File: config.mk
export PLATFORM = sky130hd
export DESIGN_NAME = keypad_scanner_4x4_flat
export DESIGN_NICKNAME = d
export VERILOG_FILES = /design/src/rtl/keypad_scanner_4x4_if.sv /design/src/rtl/keypad_scanner_4x4.sv /design/src/flat_wrapper.sv
export SDC_FILE = /design/constraint.sdc
export NUM_CORES = 1
export LEC_CHECK = 0
export BUFFER_PORTS_ARGS = -buffer_cell sky130_fd_sc_hd__buf_2
export CAP_MARGIN = 20
export CORE_ASPECT_RATIO = 0.7
export CORE_MARGIN = 2
export CORE_UTILIZATION = 54
export CTS_CLUSTER_SIZE = 10
export DETAILED_ROUTE_END_ITERATION = 10
export HOLD_SLACK_MARGIN = 0.05
export PLACE_DENSITY = 0.72
export SLEW_MARGIN = 20
export SYNTH_ARGS = -nofsm -noshare
export SYNTH_HDL_FRONTEND = slang
export SYNTH_SLANG_ARGS = --single-unit
File: constraint.sdc
create_clock -name clk_in -period 2.1 [get_ports clk_in]
set_input_delay 0.105 -clock clk_in [delete_from_list [all_inputs] [get_ports clk_in]]
set_output_delay 0.105 -clock clk_in [all_outputs]
set_load 0.05 [all_outputs]
File: src/rtl/keypad_scanner_4x4_if.sv
// Signal bundle between the keypad scanner and the keypad/decoder side.
// The master modport is the scanner; the slave modport is the keypad model or consumer.
interface keypad_scanner_4x4_if;
    logic       tick_in;
    logic [3:0] row_in;
    logic [3:0] col_out;
    logic [3:0] key_code;
    logic       key_valid;
    logic       key_down;

    modport master (
        input  tick_in,
        input  row_in,
        output col_out,
        output key_code,
        output key_valid,
        output key_down
    );

    modport slave (
        output tick_in,
        output row_in,
        input  col_out,
        input  key_code,
        input  key_valid,
        input  key_down
    );
endinterface

File: src/rtl/keypad_scanner_4x4.sv
// 4x4 matrix keypad scanner: one column driven low per tick, debounced press/release,
// single-cycle key_valid pulse on press confirmation and key_down level while held.
//
// state       | meaning
// ST_SCAN     | rotating columns, looking for any low row on the driven column
// ST_DEBOUNCE | column frozen, counting consecutive ticks with the latched row low
// ST_HELD     | key confirmed, column frozen, counting consecutive ticks with the row high
module keypad_scanner_4x4 #(
    parameter int DEBOUNCE_TICKS = 20,
    parameter int CNT_W          = 8
) (
    input  logic                  clk_in,
    input  logic                  rst,
    keypad_scanner_4x4_if.master  kp
);

    typedef enum logic [1:0] {
        ST_SCAN     = 2'd0,
        ST_DEBOUNCE = 2'd1,
        ST_HELD     = 2'd2
    } state_t;

    localparam logic [CNT_W-1:0] CNT_MAX = CNT_W'(DEBOUNCE_TICKS);

    state_t           state, state_nxt;
    logic [3:0]       sync_1, rs;
    logic [1:0]       col_sel, col_nxt;
    logic [3:0]       col_q, col_q_nxt;
    logic [1:0]       row_sel, row_nxt;
    logic [CNT_W-1:0] cnt, cnt_nxt, cnt_inc;
    logic [3:0]       code_q, code_nxt;
    logic             valid_q, valid_nxt;
    logic             down_q, down_nxt;
    logic             row_low;

    function automatic logic [1:0] lowest_low(input logic [3:0] r);
        logic [1:0] idx;
        if (!r[0])      idx = 2'd0;
        else if (!r[1]) idx = 2'd1;
        else if (!r[2]) idx = 2'd2;
        else            idx = 2'd3;
        return idx;
    endfunction

    // row_in is asynchronous to clk_in; only the second stage is used for decisions
    always_ff @(posedge clk_in or posedge rst) begin
        if (rst) begin
            sync_1 <= 4'hF;
            rs     <= 4'hF;
        end else begin
            sync_1 <= kp.row_in;
            rs     <= sync_1;
        end
    end

    always_ff @(posedge clk_in or posedge rst) begin
        if (rst) begin
            state   <= ST_SCAN;
            col_sel <= 2'd0;
            col_q   <= 4'b1110;
            row_sel <= 2'd0;
            cnt     <= '0;
            code_q  <= 4'd0;
            valid_q <= 1'b0;
            down_q  <= 1'b0;
        end else begin
            state   <= state_nxt;
            col_sel <= col_nxt;
            col_q   <= col_q_nxt;
            row_sel <= row_nxt;
            cnt     <= cnt_nxt;
            code_q  <= code_nxt;
            valid_q <= valid_nxt;
            down_q  <= down_nxt;
        end
    end

    assign row_low = ~rs[row_sel];
    assign cnt_inc = (cnt >= CNT_MAX) ? CNT_MAX : cnt + CNT_W'(1);

    always_comb begin
        state_nxt = state;
        col_nxt   = col_sel;
        row_nxt   = row_sel;
        cnt_nxt   = cnt;
        code_nxt  = code_q;
        valid_nxt = 1'b0;
        down_nxt  = down_q;

        if (kp.tick_in) begin
            case (state)
                ST_SCAN: begin
                    if (rs == 4'hF) begin
                        col_nxt = col_sel + 2'd1;
                    end else begin
                        row_nxt   = lowest_low(rs);
                        cnt_nxt   = CNT_W'(1);
                        state_nxt = ST_DEBOUNCE;
                    end
                end
                ST_DEBOUNCE: begin
                    if (row_low) begin
                        if (cnt_inc >= CNT_MAX) begin
                            code_nxt  = {row_sel, col_sel};
                            down_nxt  = 1'b1;
                            valid_nxt = 1'b1;
                            cnt_nxt   = '0;
                            state_nxt = ST_HELD;
                        end else begin
                            cnt_nxt = cnt_inc;
                        end
                    end else begin
                        cnt_nxt   = '0;
                        col_nxt   = col_sel + 2'd1;
                        state_nxt = ST_SCAN;
                    end
                end
                ST_HELD: begin
                    // any low sample restarts the release count, so chatter cannot release early
                    if (row_low) begin
                        cnt_nxt = '0;
                    end else if (cnt_inc >= CNT_MAX) begin
                        down_nxt  = 1'b0;
                        cnt_nxt   = '0;
                        col_nxt   = col_sel + 2'd1;
                        state_nxt = ST_SCAN;
                    end else begin
                        cnt_nxt = cnt_inc;
                    end
                end
                default: begin
                    state_nxt = ST_SCAN;
                    col_nxt   = 2'd0;
                    cnt_nxt   = '0;
                    down_nxt  = 1'b0;
                end
            endcase
        end

        col_q_nxt = ~(4'b0001 << col_nxt);
    end

    assign kp.col_out   = col_q;
    assign kp.key_code  = code_q;
    assign kp.key_valid = valid_q;
    assign kp.key_down  = down_q;

endmodule

File: src/flat_wrapper.sv
// flat-port wrapper written by rule: the top's interface ports become plain ports
module keypad_scanner_4x4_flat 
#(
    parameter int DEBOUNCE_TICKS = 20,
    parameter int CNT_W          = 8
)
  (clk_in, rst, kp_tick_in, kp_row_in, kp_col_out, kp_key_code, kp_key_valid, kp_key_down);
  keypad_scanner_4x4_if kp_i ();
  input  logic clk_in;
  input  logic rst;
  input wire logic [$bits(kp_i.tick_in)-1:0] kp_tick_in;
  input wire logic [$bits(kp_i.row_in)-1:0] kp_row_in;
  output wire logic [$bits(kp_i.col_out)-1:0] kp_col_out;
  output wire logic [$bits(kp_i.key_code)-1:0] kp_key_code;
  output wire logic [$bits(kp_i.key_valid)-1:0] kp_key_valid;
  output wire logic [$bits(kp_i.key_down)-1:0] kp_key_down;
  assign kp_i.tick_in = kp_tick_in;
  assign kp_i.row_in = kp_row_in;
  assign kp_col_out = kp_i.col_out;
  assign kp_key_code = kp_i.key_code;
  assign kp_key_valid = kp_i.key_valid;
  assign kp_key_down = kp_i.key_down;
  keypad_scanner_4x4 #(.DEBOUNCE_TICKS(DEBOUNCE_TICKS), .CNT_W(CNT_W)) u_core (.clk_in(clk_in), .rst(rst), .kp(kp_i));
endmodule
Yosys cells after proc, flatten, opt, wreduce, memory -nomap -nowiden:

Cells that the tools add are included.
Widths: inputs -> output; s select.

* add/subtract/negate cells: 2
* order comparisons: 3
* eq/ne operators: 9
* shifts and indexed selects: 1
* mux-type cells: 32
* bitwise logic cells: 4
* reduce and logical (&&, ||, !) cells: 6

Operator list (number)
* $mux 8: 5
* $mux 2: 12
* $pmux 8 s3: 1
* $ge 8x5->1 const B: 2
* $pmux 2 s3: 2
* $mux 1: 10
* $add 8x1->8 const B: 1
* $ne 2x1->1 const B: 3
* $reduce_and 6->1: 1
* $reduce_and 5->1: 1
* $eq 4x4->1 const B: 1
* $ne 2x2->1 const B: 2
* $not 4->4: 1
* $reduce_and 4->1: 1
* $shl 1x2->4 const A: 1
* $lt 2x3->1 const B: 1
* $ne 3x1->1 const B: 1
* $not 1->1: 3
* $pmux 1 s3: 1
* $reduce_and 3->1: 1
* $add 2x1->2 const B: 1
* $bmux 1 s2: 1
* $eq 2x1->1 const B: 1
* $eq 2x2->1 const B: 1
* other kinds (2): 2

* bits in registers: 32
* bits of input ports: 7

Depth between registers and ports, before layout:

Gate-level depths: netlist of run 1.

* depth after elaboration: 9
* depth in mapped cells: 6
* mapped depth without buffers: 6

Worst setup path before layout of run 1:

Ideal clock, no wire load.

* path type: register to register
* from: register u_core.row_sel[0]
* to: register u_core.code_q[0], in the netlist u_core.kp.key_code[0]
* library setup time: 0.125 ns
* arrival: 1.599 ns
* required time: 1.975 ns
* slack: 0.376 ns
* cell stages (with the launch flop): 4
* path buffers: 0
* cells stage by stage: dfrtp_1 > mux4_2 > nor4_4 > mux2_2

* cells in the longest elaborated chain, start to end: 4

Ends and longest elaborated chain
* start: declaration: RTL line keypad_scanner_4x4.sv:29 `logic [1:0] row_sel, row_nxt;`
* start signal: assignment: RTL line keypad_scanner_4x4.sv:70 `row_sel <= row_nxt;`
* $bmux 1 s2: RTL line keypad_scanner_4x4.sv:78 `assign row_low = ~rs[row_sel];`
* $mux 1 (implied by the code): RTL line keypad_scanner_4x4.sv:78
* $not 1->1 (no line)
* $reduce_and 4->1 (no line)
* end signal: assignment: RTL line keypad_scanner_4x4.sv:72 `code_q <= code_nxt;`
* end: declaration: RTL line keypad_scanner_4x4.sv:31 `logic [3:0] code_q, code_nxt;`

No other way between the ends. The select of a mux whose other input is x is not followed.
A chain may end at the register's enable or synchronous reset.

Worst setup path in the final report of run 1:

* from: register u_core.cnt[6]
* to: register u_core.col_q[3], in the netlist u_core.kp.col_out[3]

* cells in the longest elaborated chain, start to end: 9
* elaborated cells between the ends (all ways): 10
* classes of those cells: add/sub (1); order compare (2); shift (1); mux (5); bitwise (1)

Ends and longest elaborated chain
* start: declaration: RTL line keypad_scanner_4x4.sv:30 `logic [CNT_W-1:0] cnt, cnt_nxt, cnt_inc;`
* start signal: assignment: RTL line keypad_scanner_4x4.sv:71 `cnt <= cnt_nxt;`
* $add 8x1->8 / $ge 8x5->1 (equally long branches): RTL line keypad_scanner_4x4.sv:79 `assign cnt_inc = (cnt >= CNT_MAX) ? CNT_MAX : cnt + CNT_W'(1);`
* $mux 8 *: RTL line keypad_scanner_4x4.sv:79
* $ge 8x5->1 *: RTL line keypad_scanner_4x4.sv:122 `end else if (cnt_inc >= CNT_MAX) begin`
* $mux 2 *: RTL line keypad_scanner_4x4.sv:122
* $mux 2 *: RTL line keypad_scanner_4x4.sv:120 `if (row_low) begin`
* $pmux 2 s3 *: RTL line keypad_scanner_4x4.sv:91 `case (state)`
* $mux 2 *: RTL line keypad_scanner_4x4.sv:90 `if (kp.tick_in) begin`
* $shl 1x2->4 *: RTL line keypad_scanner_4x4.sv:140 `col_q_nxt = ~(4'b0001 << col_nxt);`
* $not 4->4 *: RTL line keypad_scanner_4x4.sv:140
* via u_core.col_q_nxt[3]: RTL line keypad_scanner_4x4.sv:28 `logic [3:0] col_q, col_q_nxt;`
* end signal: assignment: RTL line keypad_scanner_4x4.sv:69 `col_q <= col_q_nxt;`
* end: declaration: RTL line keypad_scanner_4x4.sv:28

The timed path passes the listed nets; every way through them passes the cells marked *.

==> run metrics, run 1 <==
fin cells=184; initial antenna violation count=0; htree depth=2; logic gate share of total power=31.1%; critical-path cell list=nor3_1, nand2_1, a21oi_4, o221ai_2, a21oi_1, a211o_1; Fmax achieved=534 MHz; HP Class=primary input to flop; Switching Power=762 uW; P_leak=0.000794 uW; MaxCap Viol Count=0; RSZ-0062 raised after global routing=false; antenna cell count=0; worst hold start=kp_tick_in; GPL Wtd Cong=0.787; IO Pins=17; worst skew pair latency=0.28 ns; Max Slew Vio Count=0; Vias=1,012; Final Setup Violations=0; Mapped Cells=124; Num CTS Buffers=5; critical path class=flop to flop; CP delay by family, top=compound AO/OA/AOI/OAI gates; final wirelength=2530 um; num rows=15; port buffer count=16; commonest non-fill, non-tap cell in the layout=dfrtp_1; area grow syn2layout=19.1%; Critical Path RT=2.33 ns; CP endpoint kind=flop; Synthesized Nets=133; Slew HR=71.7%; Main synth FF type=dfrtp_1; vias in the first global route=888; hold buffers post-CTS=5; DP Wirelength=1740 um; Post-Place Cells=171; CORE AREA=0.00248 sq mm; Buf/Inv on CP=0; die area=0.00304 sq mm; worst path arrival time=2.10 ns; TritonCTS clock tree=done; CP startpoint=u_core.cnt[6]; count of cell types in the netlist=35; crit-path max FO=8; VDD IR max=0.000660 V; Power Density=1250 mW/mm^2; Final Hold Viols=0; drt first pass iters=5; DR vias/cell=5.50; Slowest cell on crit path=dfrtp_1; P_int=1330 uW; gr usage total=19.9%; largest net degree at the start of global routing=33; final worst-path cycle share=89.2%; Clock Tree Buf Depth=2; Starting DRT DRC Count=33; average wire per standard cell=13.7 um; Initial Util=56.9%; Final #Nets=158; Seq/Total Area, Yosys=57.8%; critical path's largest stage delay=0.38 ns; Post-CTS Setup Repair Bufs=0; final period demand of the worst path=1.87 ns; Clock Skew=0.00464 ns; first-pass GRT wire length=4220 um; Synth Area per Inst=11.4 sq um; layout cell share with drive strength beyond 1=32.0%; Resized Gates After CTS=0; status=finished, final reports clean; Die W=65.1 um; Async SR Flop Fraction=100%; yosys warns=0; mapped cell area=0.00141 sq mm; clk root buf=clkbuf_8; antenna viol nets, final=0; setup_tns=0 ns; clock slew at reported path FFs=0.07 ns; Sw Share=36.3%; #FFs+latches synth=32; die span in y=46.7 um; total gr overflow=0; R2R Path Start=u_core.cnt[6]; Residual DRC=0; number of flops mapped to enable cells by yosys=0; Seq pwr share=41.7%; CTS Sinks=32; clock network power share=27.2%; Pwr Total=2100 uW; Worst setup SP type=flop; Slew @ Worst Pin=0.422 ns; most frequent cells in the layout=dfrtp_1 (21), buf_2 (16), nand2_1 (12)
[sequential cells by signal, summed over array words and instances, names as in the netlist, 2 cells and up]
signal              count
u_core.cnt              8
u_core.kp.col_out       4
u_core.kp.key_code      4
u_core.rs               4
u_core.sync_1           4
u_core.col_sel          2
u_core.row_sel          2
u_core.state            2
[layer usage]
| layer | track usage [%] | wire length [um] |
|---|---|---|
| met1 | 26.4 | 1220 |
| met4 | 8.75 | 25 |
| met2 | 30.9 | 1140 |
| met3 | 6.47 | 143 |
| met5 | 0 | 0 |
[cells in the mapped netlist (4+ instances only)]
master | n | area share [%]
dfrtp_1 | 21 | 37
nand2_1 | 12 | 3.2
dfstp_2 | 11 | 21
inv_1 | 10 | 2.7
a21oi_1 | 8 | 2.8
o21ai_0 | 7 | 2.5
nor2_1 | 5 | 1.3
and2_1 | 4 | 1.8
mux2_2 | 4 | 3.2
nand3_1 | 4 | 1.4
[worst reg2reg max path, cell delays in order (launching register included)]
cell	delay, ns
dfrtp_1	0.38
nor3_1	0.32
nand2_1	0.17
a21oi_4	0.30
o221ai_2	0.20
a21oi_1	0.30
a211o_1	0.15
[power by group through the flow]
stage,registers [uW],clock network [uW],logic [uW]
after floorplan,965,0,438
after global placement,873,0,625
after detailed placement,883,0,638
after CTS,873,583,653
after global routing,889,611,715
final,874,571,651
[area by class of cell]
| class | instances | area (sq um) |
|---|---|---|
| Sequential cell | 32 | 815 |
| Fill cell | 206 | 800 |
| Multi-Input combinational cell | 78 | 538 |
| Timing Repair Buffer | 22 | 138 |
| Clock buffer | 6 | 72.6 |
| Tap cell | 34 | 42.5 |
| Inverter | 10 | 37.5 |
| Clock inverter | 2 | 35.0 |
[cell families (layout without fill, tap and decap cells)]
group                    Yosys count  count (layout)  synth area share [%]
AND/OR/NAND/NOR                   36              36                  14.0
AO/OA/AOI/OAI                     35              35                  17.6
flip-flops                        32              32                  57.8
buffers and inverters             14              40                  4.00
multiplexers                       5               5                  4.80
adder cells (fa/ha/maj)            2               2                  1.78
[path summary, 6_finish.rpt]
| check | endpoint | slack [ns] | cells past startpoint |
|---|---|---|---|
| setup / recovery | u_core.kp.col_out[3] | 0.23 | 6 |
| hold / removal | u_core.kp.col_out[2] | 0.13 | 3 |
| setup reg to reg | u_core.kp.col_out[3] | 0.23 | 6 |
| hold reg to reg | u_core.rs[3] | 0.36 | 0 |
| max in group asynchronous | u_core.kp.col_out[2] | 1.35 | 4 |
| min in group asynchronous | u_core.row_sel[1] | 0.44 | 4 |
[metrics by stage]
stage	utilization (%)	setup WS (ns)	hold WS, ns	instance area, sq um
global placement	61.4	0.302	0.197	1520
CTS	67.7	0.228	0.128	1680
floorplan	-	0.376	0.109	1410
detailed placement	61.4	0.220	0.201	1520
global route	67.7	0.0487	0.162	1680
finish	67.7	0.226	0.134	1680
No activity file was read; power rests on OpenSTA's default activity.
==> run 2, diff against run 1 <==
--- a/config.mk
+++ b/config.mk
@@ -6,14 +6,14 @@
 export NUM_CORES = 1
 export LEC_CHECK = 0
 export BUFFER_PORTS_ARGS = -buffer_cell sky130_fd_sc_hd__buf_2
-export CAP_MARGIN = 20
 export CORE_ASPECT_RATIO = 0.7
 export CORE_MARGIN = 2
 export CORE_UTILIZATION = 54
 export CTS_CLUSTER_SIZE = 10
 export DETAILED_ROUTE_END_ITERATION = 10
 export HOLD_SLACK_MARGIN = 0.05
-export PLACE_DENSITY = 0.72
+export PLACE_DENSITY = 0.81
+export RECOVER_POWER = 100
 export SLEW_MARGIN = 20
 export SYNTH_ARGS = -nofsm -noshare
 export SYNTH_HDL_FRONTEND = slang
==> run 2 against run 1 <==
Effect of this change: sequential share of layout area rose by 0.44 points; maximum frequency fell by 2.0%; final area fell by 0.90%; critical path type unchanged; critical endpoint is now u_core.kp.key_code[2]; largest power group unchanged.
==> run metrics, run 2 (synthesis gave the netlist of run 1 again) <==
Slowest cell on crit path=mux4_2; drt first pass iters=4 (-1); num rows=15 (unchanged); Residual DRC=0 (unchanged); Vias=1,027 (+1.5%); final worst-path cycle share=91.0% (+1.8 points); area grow syn2layout=18.0%; Fillers=197 (-4.4%); setup_tns=0 ns (unchanged); post-placement cell area=0.00152 sq mm (unchanged); clk root buf=clkbuf_8; layout cell share with drive strength beyond 1=24.7% (-7.3 points); first-pass GRT wire length=4330 um (+2.6%); MaxCap Viol Count=0 (unchanged); final instance area=0.00166 sq mm (-0.90%); Fmax achieved=523 MHz (-2.0%); largest register by flop count=u_core.cnt; IO Pins=17 (unchanged); Reg2Reg Depth=3 (-3); Clock Skew=0.0102 ns (+0.00554 ns); most frequent cells in the layout=dfrtp_1 (21), nand2_1 (12), inv_1 (10), clkbuf_1 (10), dfstp_2 (10); Post-CTS Setup Repair Bufs=0 (unchanged); Max Slew Vio Count=0 (unchanged); antenna viol nets, final=0 (unchanged); worst path arrival time=2.07 ns (-0.03 ns); HP Class=primary input to flop; DR vias/cell=5.58 (+1.5%); htree depth=2 (unchanged); Final Setup Violations=0 (unchanged); final period demand of the worst path=1.91 ns (+0.0374 ns); DP Wirelength=1880 um (+8.3%); vias in the first global route=991 (+12%); Hold Path Depth=3 (unchanged); crit-path max FO=7 (-1); RSZ-0062 raised after global routing=false; commonest non-fill, non-tap cell in the layout=dfrtp_1; critical path class=flop to flop; Final Hold Viols=0 (unchanged); worst skew pair latency=0.28 ns (about the same); CTS Sinks=32 (unchanged); GPL Wtd Cong=0.763 (-3.0%); VDD IR max=0.000697 V (+5.6%); antenna cell count=0 (unchanged); P_leak=0.000758 uW (-4.6%); Slew @ Worst Pin=0.741 ns (+0.319 ns); initial antenna violation count=0 (unchanged); fin cells=184 (unchanged); port buffer count=16 (unchanged); final wirelength=2660 um (+5.3%); Starting DRT DRC Count=39 (+18%); Critical Path RT=2.26 ns (-0.07 ns); Post-Place Cells=171 (unchanged); die span in y=46.7 um (unchanged); Die W=65.1 um (unchanged); Initial Util=56.9% (unchanged); total gr overflow=0 (unchanged); CP endpoint kind=flop; Num CTS Buffers=5 (unchanged); clock slew at reported path FFs=0.07 ns (about the same); critical path's largest stage delay=0.62 ns (+0.24 ns); Worst setup SP type=flop; die area=0.00304 sq mm (unchanged); CORE AREA=0.00248 sq mm (unchanged); Slew HR=50.6% (-21 points); Final #Nets=158 (unchanged); max reg flops=8 (unchanged); critical-path cell list=mux4_2, nor4_4, mux2_2; status=finished, final reports clean; Clock Tree Buf Depth=2 (unchanged); gr usage total=19.6% (-0.22 points); Power Density=1250 mW/mm^2 (+0.29%); TritonCTS clock tree=done; average wire per standard cell=14.5 um (+5.3%); largest net degree at the start of global routing=33 (unchanged)
==> run 2: what timing repair did <==
| item | 4_1_cts | 5_1_grt |
|---|---|---|
| hold buffers | 5 | 0 |
| resized for setup | 0 | 0 |
| endpoints found under the hold margin | 25 | 0 |
==> run 2: worst paths after layout <==
check | start | endpoint | slack [ns]
setup / recovery | u_core.row_sel[0] | u_core.kp.key_code[2] | 0.19
hold / removal | kp_tick_in | u_core.kp.col_out[2] | 0.16
setup reg to reg | u_core.row_sel[0] | u_core.kp.key_code[2] | 0.19
hold reg to reg | u_core.sync_1[3] | u_core.rs[3] | 0.36
max in group asynchronous | rst | u_core.cnt[5] | 1.04
min in group asynchronous | rst | u_core.cnt[1] | 0.58
==> run 2: metal layers <==
layer  global-route usage [%]  vias to the layer above  part of all wire, %
met2                     34.0                       33                   48
met4                     8.33                        0                  1.2
met3                     5.28                        5                  5.0
met5                        0                        -                    0
li1                         -                      488                    -
met1                     24.3                      501                   46
==> run 2: per-stage QoR <==
step	hold slack, ns	total power (uW)	utilization [%]	setup WS, ns
final	0.164	2080	67.1	0.189
after global routing	0.155	2200	67.1	0.0656
after CTS	0.143	2110	67.9	0.196
after detailed placement	0.209	1530	61.4	0.189
after global placement	0.194	1490	61.4	0.301
after floorplan	0.109	1400	-	0.376
==> run 2: cell type report <==
cell class,instances,area (sq um),area share [%]
clock inverters,3,42.5,2.56
inverters,10,37.5,2.26
well taps,34,42.5,2.56
multi-input cells,78,534,32.1
repair buffers,22,123,7.37
flip-flops and latches,32,815,49.0
clock buffers,5,68.8,4.14
==> run 2: power by group <==
group / switching, uW / internal (uW)
Sequential: 117 / 758
Clock: 227 / 351
Combinational: 422 / 209
Total: 767 / 1320
==> run 2: worst max-delay path, delay by kind of cell, from the launching register on <==
family           cells  cell delay (ns)
DFF                  1             0.39
muxes                2             1.01
and+or+nand+nor      1             0.40
